### src/rtl/warp_issue_scheduler.sv
// warp_issue_scheduler: round-robin warp issue arbiter feeding a registered valid/ready issue slot
// ports: clk/rst (async active-low); per-warp valid_IB/branch_IB/active/dependent status in;
// clear_valid/clear_warpID from ALU resolve branches; issue_ready from Operand Collector;
// issue_valid/issue_warpID slot out; grant_Sched_IB one-hot pop strobe; br_pending_Sched status.
module warp_issue_scheduler #(
  parameter int NUM_WARPS = 8,
  parameter int LOGNUM_WARPS = $clog2(NUM_WARPS)
) (
  input  logic                    clk,
  input  logic                    rst,
  input  logic [NUM_WARPS-1:0]    valid_IB_Sched,
  input  logic [NUM_WARPS-1:0]    branch_IB_Sched,
  input  logic [NUM_WARPS-1:0]    active_Sched,
  input  logic [NUM_WARPS-1:0]    dependent_Scb_Sched,
  input  logic                    clear_valid_ALU_Sched,
  input  logic [LOGNUM_WARPS-1:0] clear_warpID_ALU_Sched,
  input  logic                    issue_ready_OC_Sched,
  output logic                    issue_valid_Sched_OC,
  output logic [LOGNUM_WARPS-1:0] issue_warpID_Sched_OC,
  output logic [NUM_WARPS-1:0]    grant_Sched_IB,
  output logic [NUM_WARPS-1:0]    br_pending_Sched
);
  logic [LOGNUM_WARPS-1:0] rr_ptr, sel, cand;
  logic [NUM_WARPS-1:0] eligible, br_pending_n;
  logic found, slot_free, load;
  assign eligible = valid_IB_Sched & active_Sched & ~dependent_Scb_Sched & ~br_pending_Sched;
  assign slot_free = ~issue_valid_Sched_OC | issue_ready_OC_Sched;
  // rst gates load so no pop strobe escapes while the IBuffer is being reset
  assign load = rst & slot_free & found;
  assign grant_Sched_IB = load ? NUM_WARPS'(1) << sel : '0;
  // search starts just past the last winner; rr_ptr itself is checked last
  always_comb begin
    sel = '0;
    cand = '0;
    found = 1'b0;
    for (int k = 1; k <= NUM_WARPS; k++) begin
      cand = LOGNUM_WARPS'((int'(rr_ptr) + k) % NUM_WARPS);
      if (!found && eligible[cand]) begin
        sel = cand;
        found = 1'b1;
      end
    end
  end
  // clear applied before set so a same-cycle set on the same warp wins
  always_comb begin
    br_pending_n = br_pending_Sched;
    if (clear_valid_ALU_Sched) br_pending_n[clear_warpID_ALU_Sched] = 1'b0;
    if (load && branch_IB_Sched[sel]) br_pending_n[sel] = 1'b1;
  end
  always_ff @(posedge clk or negedge rst) begin
    if (!rst) begin
      issue_valid_Sched_OC <= 1'b0;
      issue_warpID_Sched_OC <= '0;
      br_pending_Sched <= '0;
      rr_ptr <= LOGNUM_WARPS'(NUM_WARPS - 1);
    end else begin
      br_pending_Sched <= br_pending_n;
      if (load) begin
        issue_valid_Sched_OC <= 1'b1;
        issue_warpID_Sched_OC <= sel;
        rr_ptr <= sel;
      end else if (slot_free) begin
        issue_valid_Sched_OC <= 1'b0;
      end
    end
  end
endmodule

### config.mk
export PLATFORM = sky130hd
export DESIGN_NAME = warp_issue_scheduler
export DESIGN_NICKNAME = d
export VERILOG_FILES = /design/src/rtl/warp_issue_scheduler.sv
export SDC_FILE = /design/constraint.sdc
export NUM_CORES = 1
export LEC_CHECK = 0
export BUFFER_PORTS_ARGS = -buffer_cell sky130_fd_sc_hd__buf_2
export CORE_ASPECT_RATIO = 0.8
export CORE_MARGIN = 4
export CORE_UTILIZATION = 30
export CTS_CLUSTER_DIAMETER = 50
export DETAILED_ROUTE_END_ITERATION = 8
export MAX_ROUTING_LAYER = met4
export PLACE_DENSITY = 0.52
export SYNTH_ARGS = -nofsm -noshare
export SYNTH_HDL_FRONTEND = slang
export SYNTH_SLANG_ARGS = --single-unit
### constraint.sdc
create_clock -name clk -period 3.4 [get_ports clk]
set_clock_uncertainty 0.05 [all_clocks]
set_input_delay 0.68 -clock clk [delete_from_list [all_inputs] [get_ports clk]]
set_output_delay 0.68 -clock clk [all_outputs]
set_load 0.005 [all_outputs]
==> results summary, run 1 <==
Once routing completed, OpenROAD measured the worst setup slack at -641 ps. Synthesis inferred 15 register bits. The mapped cell area is 0.00186 mm².

After synthesis, the mean cell area works out to roughly 8.8 µm². The maximum level of the CTS H-tree is 1. Of all nets on the critical path, the largest fanout is 6. The share of the synthesized area in the top cell type is 0.161.

The fmax is approximately 250 MHz. Data on the critical path arrives at its endpoint at 3310 ps. The final number of max-transition violations came out at 0. The number of global-route vias before repair came out at 2213. The setup violation total in the final timing report came out at 8. The number of detailed-route iterations in the first pass is 4. The actual slew at the worst max-slew pin came out at 434 ps. The global-route wire length before repair came out at 10600 µm. Setup repair after global routing could not meet its margin everywhere.

The final reports fail on setup timing. The run finished, with violations left. The count of unique library cells instantiated by Yosys came out at 75. Among the stages of the critical path, the cell type that occurs most often is sky130_fd_sc_hd__buf_4. In this run the count of I/O pins placed on the die edge is 59.

STA classifies the critical path startpoint as a flop. The number of nets still failing antenna checks after routing came out at 0. For this design the static power due to leakage is 1.36 nW.

The number of antenna repair diodes is 0. The worst setup path is of the flop to primary output kind. The required arrival time at the worst endpoint is 2670 ps. The number of nets in the layout is 381. The via density per instance came out at 5.24. The minimum setup slack among reg-to-reg paths is 90 ps.

The total of max-cap violations came out at 0. The clock-pin slew reported for the worst setup and hold paths after clock tree synthesis came out at 60 ps. The number of buffers inserted by hold repair at cts is 0. The min-delay analysis places its worst path in the category input pin to asynchronous set/reset pin.

The initial standard-cell utilization of the core is 0.312. The clock reaches the later pin of the worst-skew pair after roughly 240 ps. The count of input and output buffers is 58.

The fraction of final layout cells sized beyond drive strength 1 is 0.584. After layout, the minimum clock period comes to approximately 4000 ps. The area enclosed by the die boundary came out at 0.00754 mm². Counting flops with an async set or reset pin after synthesis yields a share of 1.00.

The vertical die dimension is 78.5 µm. Grouping stages by cell kind, the critical path spends the most delay in compound AO/OA/AOI/OAI gates. The cell type of the slowest stage on the worst timing path is sky130_fd_sc_hd__dfstp_2. The register area share after synthesis came out at 0.203. The die extent in x came out at 96.1 µm. Counting both buffers and inverters, the worst setup path holds a total of 5. Detailed placement ended at an HPWL of 5200 µm. Entering global routing, the biggest net connects 17 pins. The DRC violation count after routing is 0. Across every metal layer, demand over resource in global routing totals 0.181. The initial antenna violation count is 0.

After global routing the overflow that remains totals 0. The number of nets handed over by synthesis was roughly 250. The buffer levels on the longest clock path came out at 2. Summed over all instances, the cell type with the most area after synthesis is sky130_fd_sc_hd__dfrtp_1. The number of enable flip-flop cells after synthesis came out at 0. Relative to the synthesized area, the layout overhead comes to 64.0%. The final count of hold timing violations was 0. By area the synthesized netlist is led by sky130_fd_sc_hd__dfrtp_1, sky130_fd_sc_hd__dfstp_2, sky130_fd_sc_hd__nand2_1, sky130_fd_sc_hd__and4bb_2, sky130_fd_sc_hd__a32o_1. The core region is 0.00597 mm². The warning count from the yosys run is 0. Once placement completed, the tool counted placed cells totaling 407.

The total number of vias is 2199. The DRC marker count from the first detailed-route iteration is 86. Routability-driven placement finished with a final weighted congestion of 0.900.

The remaining max-slew budget at the tightest pin is 0.708. Across all hold checks on the routed design, the worst slack comes to 394 ps. The signal on the critical path passes through inv_4, ha_4, and2b_2, buf_6, a22oi_2, buf_4, nand2_8, a21oi_4, a311oi_2, o21ai_1, a32oi_2, buf_4, a211oi_4, and2_1, buf_2. The kind of end point of the critical path is a primary output. Synthesis produced a netlist whose cell count is approximately 210. Among all flip-flop cells after synthesis, the most frequent one is sky130_fd_sc_hd__dfrtp_1. The worst supply voltage drop on vdd came out at 916 µV. Once layout is complete, the utilization of the core stands at 0.511. The power per cell area is approximately 1100 mW/mm². Dividing the final minimum period by the clock period gives 1.19. TritonCTS built the clock tree. The floorplan has 25 rows. The average wire length per cell after detail routing is roughly 16 µm. Summed over all layers, the routed wires come to 6680 µm. The maximum single-stage delay on the critical path came out at 550 ps.

The non-filler instance count after layout is between 400 and 500. The count of clock tree sinks is 15. CTS placed an instance of sky130_fd_sc_hd__clkbuf_8 at the clock tree root.

The CTS buffer count is 3.
## final cells by class
class,count,area (µm²)
fillers,560,2920
multi-input cells,181,1600
repair buffers,131,901
flip-flops and latches,15,379
well taps,81,101
clock buffers,4,45.0
inverters,8,32.5
## cells in the final DEF, fill, tap and decap left out, types with 3 or more instances in the layout
cell | Yosys | routed
sky130_fd_sc_hd__buf_12 | 0 | 3
sky130_fd_sc_hd__buf_6 | 3 | 6
sky130_fd_sc_hd__nor2b_1 | 4 | 4
sky130_fd_sc_hd__dfrtp_1 | 12 | 12
sky130_fd_sc_hd__buf_4 | 2 | 65
sky130_fd_sc_hd__a22oi_1 | 5 | 3
sky130_fd_sc_hd__and2_1 | 7 | 6
sky130_fd_sc_hd__inv_1 | 7 | 5
sky130_fd_sc_hd__nand3_1 | 9 | 8
sky130_fd_sc_hd__a21o_1 | 3 | 3
sky130_fd_sc_hd__xor2_1 | 3 | 3
sky130_fd_sc_hd__nand2_1 | 20 | 18
sky130_fd_sc_hd__nor2_2 | 1 | 3
sky130_fd_sc_hd__a22oi_2 | 2 | 4
sky130_fd_sc_hd__dfstp_2 | 3 | 3
sky130_fd_sc_hd__o21ai_0 | 8 | 6
sky130_fd_sc_hd__and2_4 | 2 | 3
sky130_fd_sc_hd__nand4bb_1 | 4 | 4
sky130_fd_sc_hd__o21ai_2 | 2 | 3
sky130_fd_sc_hd__o21ai_1 | 4 | 4
sky130_fd_sc_hd__a32o_1 | 6 | 6
sky130_fd_sc_hd__nor2_1 | 16 | 14
sky130_fd_sc_hd__buf_2 | 3 | 57
sky130_fd_sc_hd__xnor2_1 | 3 | 3
sky130_fd_sc_hd__and4bb_2 | 5 | 5
sky130_fd_sc_hd__a21oi_1 | 7 | 5
sky130_fd_sc_hd__clkbuf_8 | 0 | 3
sky130_fd_sc_hd__and4bb_1 | 3 | 3
## what timing repair did
action	in CTS	in global routing
setup buffers	5	6
resized for setup	20	18
setup endpoints to repair	8	17
hold endpoints to repair	0	0
pin swaps	9	11
## routing by layer
layer | part of all wire | vias up | global-route usage
li1 | - | 1079 | -
met1 | 0.51 | 1060 | 0.268
met2 | 0.45 | 53 | 0.269
met3 | 0.024 | 7 | 0.00862
met4 | 0.0097 | 0 | 0.0398
met5 | 0 | - | -
## synthesized netlist by cell type (all sizes together), types with 2 or more instances
library cell	instances
nand2	20
nor2	17
o21ai	14
dfrtp	12
nand3	10
and2	9
a21oi	8
and4bb	8
buf	8
a22oi	7
inv	7
a32o	6
nor2b	5
a211oi	4
nand4bb	4
nor3	4
nor4	4
a21o	3
and3	3
dfstp	3
nand2b	3
o211ai	3
o21a	3
o21bai	3
o31ai	3
xnor2	3
xor2	3
a21boi	2
a2bb2o	2
a311oi	2
and2b	2
ha	2
o221ai	2
o22a	2
o2bb2ai	2
o311ai	2
## power by group
part / internal, W / switching (W) / total [W] / leakage (nW)
clock: 0.0000829 / 0.0000604 / 0.000143 / 0.0228
combinational: 0.00146 / 0.00140 / 0.00287 / 1.15
sequential: 0.000270 / 0.0000617 / 0.000332 / 0.186
total: 0.00181 / 0.00153 / 0.00334 / 1.36
## registers in the layout, indices dropped and copies added, names as in the netlist
signal / cells
issue_warpID_Sched_OC: 3
issue_valid_Sched_OC: 1
rr_ptr: 3
br_pending_Sched: 8
## cell families (layout without fill, tap and decap cells)
group / count (synthesis) / after routing / synth area share
AND/OR/NAND/NOR: 94 / 94 / 0.334
adder cells (fa/ha/maj): 2 / 2 / 0.0134
buffers and inverters: 16 / 143 / 0.0504
multiplexers: 3 / 3 / 0.0235
XOR/XNOR: 6 / 6 / 0.0282
AO/OA/AOI/OAI: 76 / 76 / 0.347
flip-flops: 15 / 15 / 0.203
## per-stage QoR
step	instance area (µm²)	worst slack, ps	power, W	setup TNS [ps]
after global placement	2740	-444	0.00272	-3130
after global routing	3060	-826	0.00359	-6630
after floorplan	1920	-216	0.00172	-1400
after CTS	2930	-589	0.00309	-4360
final	3060	-641	0.00334	-4750
after detailed placement	2740	-517	0.00272	-3760
## worst paths after layout
| kind | from | to | depth (start not counted) |
|---|---|---|---|
| worst max-delay path | rr_ptr[0] | grant_Sched_IB[6] | 15 |
| worst min-delay path | rst | issue_valid_Sched_OC | 2 |
| worst max register to register | rr_ptr[0] | br_pending_Sched[0] | 14 |
| worst min register to register | issue_warpID_Sched_OC[2] | issue_warpID_Sched_OC[2] | 1 |
| max in group asynchronous | rst | rr_ptr[1] | 2 |
| min in group clk | issue_warpID_Sched_OC[2] | issue_warpID_Sched_OC[2] | 1 |
## worst register-to-register path, stage by stage (launching register included)
cell                       delay, ps
sky130_fd_sc_hd__dfstp_2         550
sky130_fd_sc_hd__inv_4            40
sky130_fd_sc_hd__ha_4            270
sky130_fd_sc_hd__and2b_2         230
sky130_fd_sc_hd__buf_6           120
sky130_fd_sc_hd__a22oi_2         140
sky130_fd_sc_hd__buf_4           170
sky130_fd_sc_hd__nand2_8          80
sky130_fd_sc_hd__a21oi_4         220
sky130_fd_sc_hd__a311oi_2        150
sky130_fd_sc_hd__o21ai_1         190
sky130_fd_sc_hd__a32oi_2         150
sky130_fd_sc_hd__a211o_1         390
sky130_fd_sc_hd__buf_4           200
sky130_fd_sc_hd__a32o_1          240
Power figures use the tool's default switching activity.
==> run 2: changes to the inputs <==
CELL_PAD_IN_SITES_DETAIL_PLACEMENT = 2   (was not set)
CELL_PAD_IN_SITES_GLOBAL_PLACEMENT = 2   (was not set)
CORE_UTILIZATION = 27   (was 30)
PLACE_DENSITY = 0.75   (was 0.52)
==> run 2 against run 1 <==
Compared with the run above: the run still ends with setup timing left; die area is 10% higher; sequential power is 13% higher; first-iteration DRC count increased by 13%; setup slack got worse by 250 ps; register-to-register slack lost 240 ps; critical path depth is 1 lower; worst hold slack got worse by 80 ps; flip-flop and latch count is the same; non-clock buffer count up 2; count of clock-buffer cells in the layout did not move; design area increased by 6.6%; critical endpoint is now grant_Sched_IB[0].
==> results summary, run 2 (synthesized netlist as in run 1, its figures left out) <==
The run finished, with violations left. The checks that failed: setup timing. The total wire length is 11800 µm (+76%). In the layout the commonest cells are sky130_fd_sc_hd__buf_4, sky130_fd_sc_hd__buf_2, sky130_fd_sc_hd__nand2_1, sky130_fd_sc_hd__buf_6, sky130_fd_sc_hd__dfrtp_1. The placeable core area came to 0.00654 mm² (+9.4%). The total global routing track utilization came out at 0.273 (+0.0918). The fmax came out at 233 MHz (-5.8%). The number of nets still failing antenna checks after routing came out at 0 (unchanged). The total number of vias came to 2437 (+11%).

The fraction of final layout cells sized beyond drive strength 1 came to 0.680 (+0.0963). The clock insertion delay at the later pin of the skew report came out at 260 ps (+20 ps). The final total power came out at 0.00408 W (+22%). The count of clock tree sinks came out at 15 (unchanged). The total leakage power came out at 1.43 nW (+5.1%).

The initial antenna violation count is 1 (+1). The area enclosed by the die boundary came out at 0.00830 mm² (+10%). The global-route wire length before repair is 16600 µm (+57%). Setup repair after global routing could not meet its margin everywhere.

The kind of end point of the critical path is a primary output. The placement-stage cell area was 0.00273 mm² (-0.23%). The worst register-to-register path ends at br_pending_Sched[4].

The min-delay analysis places its worst path in the category input pin to asynchronous set/reset pin. The DRC violation count after routing is 0 (unchanged). The maximum level of the CTS H-tree is 1 (unchanged). The worst supply voltage drop on vdd is 649 µV (-29%). The minimum setup slack among reg-to-reg paths was -150 ps (-240 ps). The clock-pin slew reported for the worst setup and hold paths after clock tree synthesis came out at 70 ps (about the same). The period utilization is 1.26 (+0.0736). The slack of the critical path came out at -891 ps (-250 ps). The register with the highest flop count is br_pending_Sched. The number of detailed-route iterations in the first pass is 4 (unchanged). The maximum net fanout on the critical path is 6 (unchanged).

The tree is rooted in a sky130_fd_sc_hd__clkbuf_8. The total grt overflow came out at 0 (unchanged). The initial standard-cell utilization of the core is 0.285 (-0.0269). The via density per instance came to 5.72 (+9.3%). The required arrival time at the worst endpoint is 2670 ps (about the same). The number of nets in the layout came out at 383 (+0.52%).

The worst register-to-register path begins at rr_ptr[1]. The cell count after placement is 412 (+1.2%). The power per cell area is 1250 mW/mm² (+14%). The actual slew at the worst max-slew pin is 743 ps (+308 ps). The number of global-route vias before repair is 2834 (+28%). The count of input and output buffers was 58 (unchanged). Relative to the synthesized area, the layout overhead comes to 74.8%. The number of standard-cell rows in the floorplan came out at 26 (+4.0%). The average wire length per cell after detail routing is 27.6 µm (+74%).

The worst setup path is launched from a flop. The clock period minus final worst setup slack was 4290 ps (+250 ps). Leaving out fill and tap cells, the most frequent cell in the layout is sky130_fd_sc_hd__buf_4.

The path depth of the worst reg2reg path came to 13 (-1). The worst-case setup slack after placement is -662 ps (-145 ps). The TritonCTS clock tree is built.

The final HPWL from detailed placement is 7520 µm (+44%). The largest registers in the layout are br_pending_Sched: 8 flops, issue_warpID_Sched_OC: 3 flops, rr_ptr: 3 flops. The setup violation total in the final timing report came out at 16 (+8).

The final instance area came out at 0.00326 mm² (+6.6%). The DRC marker count from the first detailed-route iteration came out at 97 (+13%). The total of max-cap violations was 0 (unchanged). The die extent in x came out at 101 µm (+5.0%). The remaining max-slew budget at the tightest pin came out at 0.501 (-0.207). The non-filler instance count after layout was 426 (+1.4%). The buffer levels on the longest clock path was 2 (unchanged).

The number of buffers inserted by hold repair at cts came out at 0 (unchanged). The largest net degree at the start of global routing came to 18 (+1). The final number of max-transition violations is 0 (unchanged). The final weighted congestion in routability-driven placement is 0.895 (-0.53%). The CTS buffer count was 3 (unchanged). The I/O pin count came out at 59 (unchanged). The vertical die dimension was 82.3 µm (+4.9%). The arrival time of the worst setup path came to 3560 ps (+250 ps). The critical path is of the flop to primary output type. The fill cell total of the finished layout came out at 713 (+27%). The final count of hold timing violations came out at 0 (unchanged). The number of flip-flops under the largest register name came to 8 (unchanged).
==> run 2: changes by cell type in the layout (fill, tap and decap cells not counted), sizes merged <==
cell | before | now
buf | 131 | 133
diode | 0 | 1
==> run 2: through the flow <==
stage | util | setup TNS [ps] | hold WS [ps]
floorplan | - | -1400 | 334
global placement | 0.418 | -3540 | 415
detailed placement | 0.418 | -6010 | 444
CTS | 0.469 | -5270 | 317
global route | 0.498 | -8900 | 329
finish | 0.498 | -7170 | 314
==> run 2: final cells by class <==
type / instances / area (µm²) / share of cell area
antenna: 1 / 2.50 / 0.000768
multi-input combinational: 181 / 1780 / 0.548
inverter: 8 / 32.5 / 0.00999
clock buffer: 4 / 45.0 / 0.0138
tap: 84 / 105 / 0.0323
timing repair buffer: 133 / 908 / 0.279
sequential: 15 / 379 / 0.116
==> run 2: per-layer routing <==
layer	GRT usage	share of wire	up-vias
li1	-	-	1080
met1	0.324	0.41	1237
met2	0.492	0.51	89
met3	0.0176	0.039	31
met4	0.0956	0.044	0
met5	-	0	-
==> run 2: power breakdown <==
group | leakage (nW) | internal [W] | switching, W | total [W]
registers | 0.186 | 0.000271 | 0.000104 | 0.000375
logic | 1.22 | 0.00165 | 0.00189 | 0.00354
clock network | 0.0228 | 0.0000835 | 0.0000753 | 0.000159
==> run 2: timing repair <==
action | in CTS | in global routing
gates resized for setup | 58 | 33
pin swaps | 24 | 13
setup buffers | 7 | 10
hold endpoints to repair | 0 | 0
setup endpoints to repair | 18 | 18
==> run 2: worst max path at each step <==
stage / startpoint / end / slack (ps) / cells after the start
floorplan: rr_ptr[0] / grant_Sched_IB[4] / -220 / 13
detailed placement: valid_IB_Sched[2] / grant_Sched_IB[0] / -660 / 13
global placement: dependent_Scb_Sched[4] / grant_Sched_IB[1] / -500 / 13
global route: rr_ptr[0] / grant_Sched_IB[0] / -980 / 12
CTS: rr_ptr[0] / grant_Sched_IB[0] / -690 / 12
finish: rr_ptr[1] / grant_Sched_IB[0] / -890 / 14
==> run 2: critical path, cell delays in order, from the launching register on <==
cell                       delay, ps
sky130_fd_sc_hd__dfstp_2         550
sky130_fd_sc_hd__inv_2            60
sky130_fd_sc_hd__ha_4            280
sky130_fd_sc_hd__and2_4          190
sky130_fd_sc_hd__a22oi_2         190
sky130_fd_sc_hd__and3_4          300
sky130_fd_sc_hd__buf_6           130
sky130_fd_sc_hd__nand2_1         120
sky130_fd_sc_hd__a311oi_4        410
sky130_fd_sc_hd__o21ai_2         140
sky130_fd_sc_hd__a32oi_4         340
sky130_fd_sc_hd__a211oi_4        100
sky130_fd_sc_hd__buf_4           160
sky130_fd_sc_hd__nor3_2          160
sky130_fd_sc_hd__buf_2           150
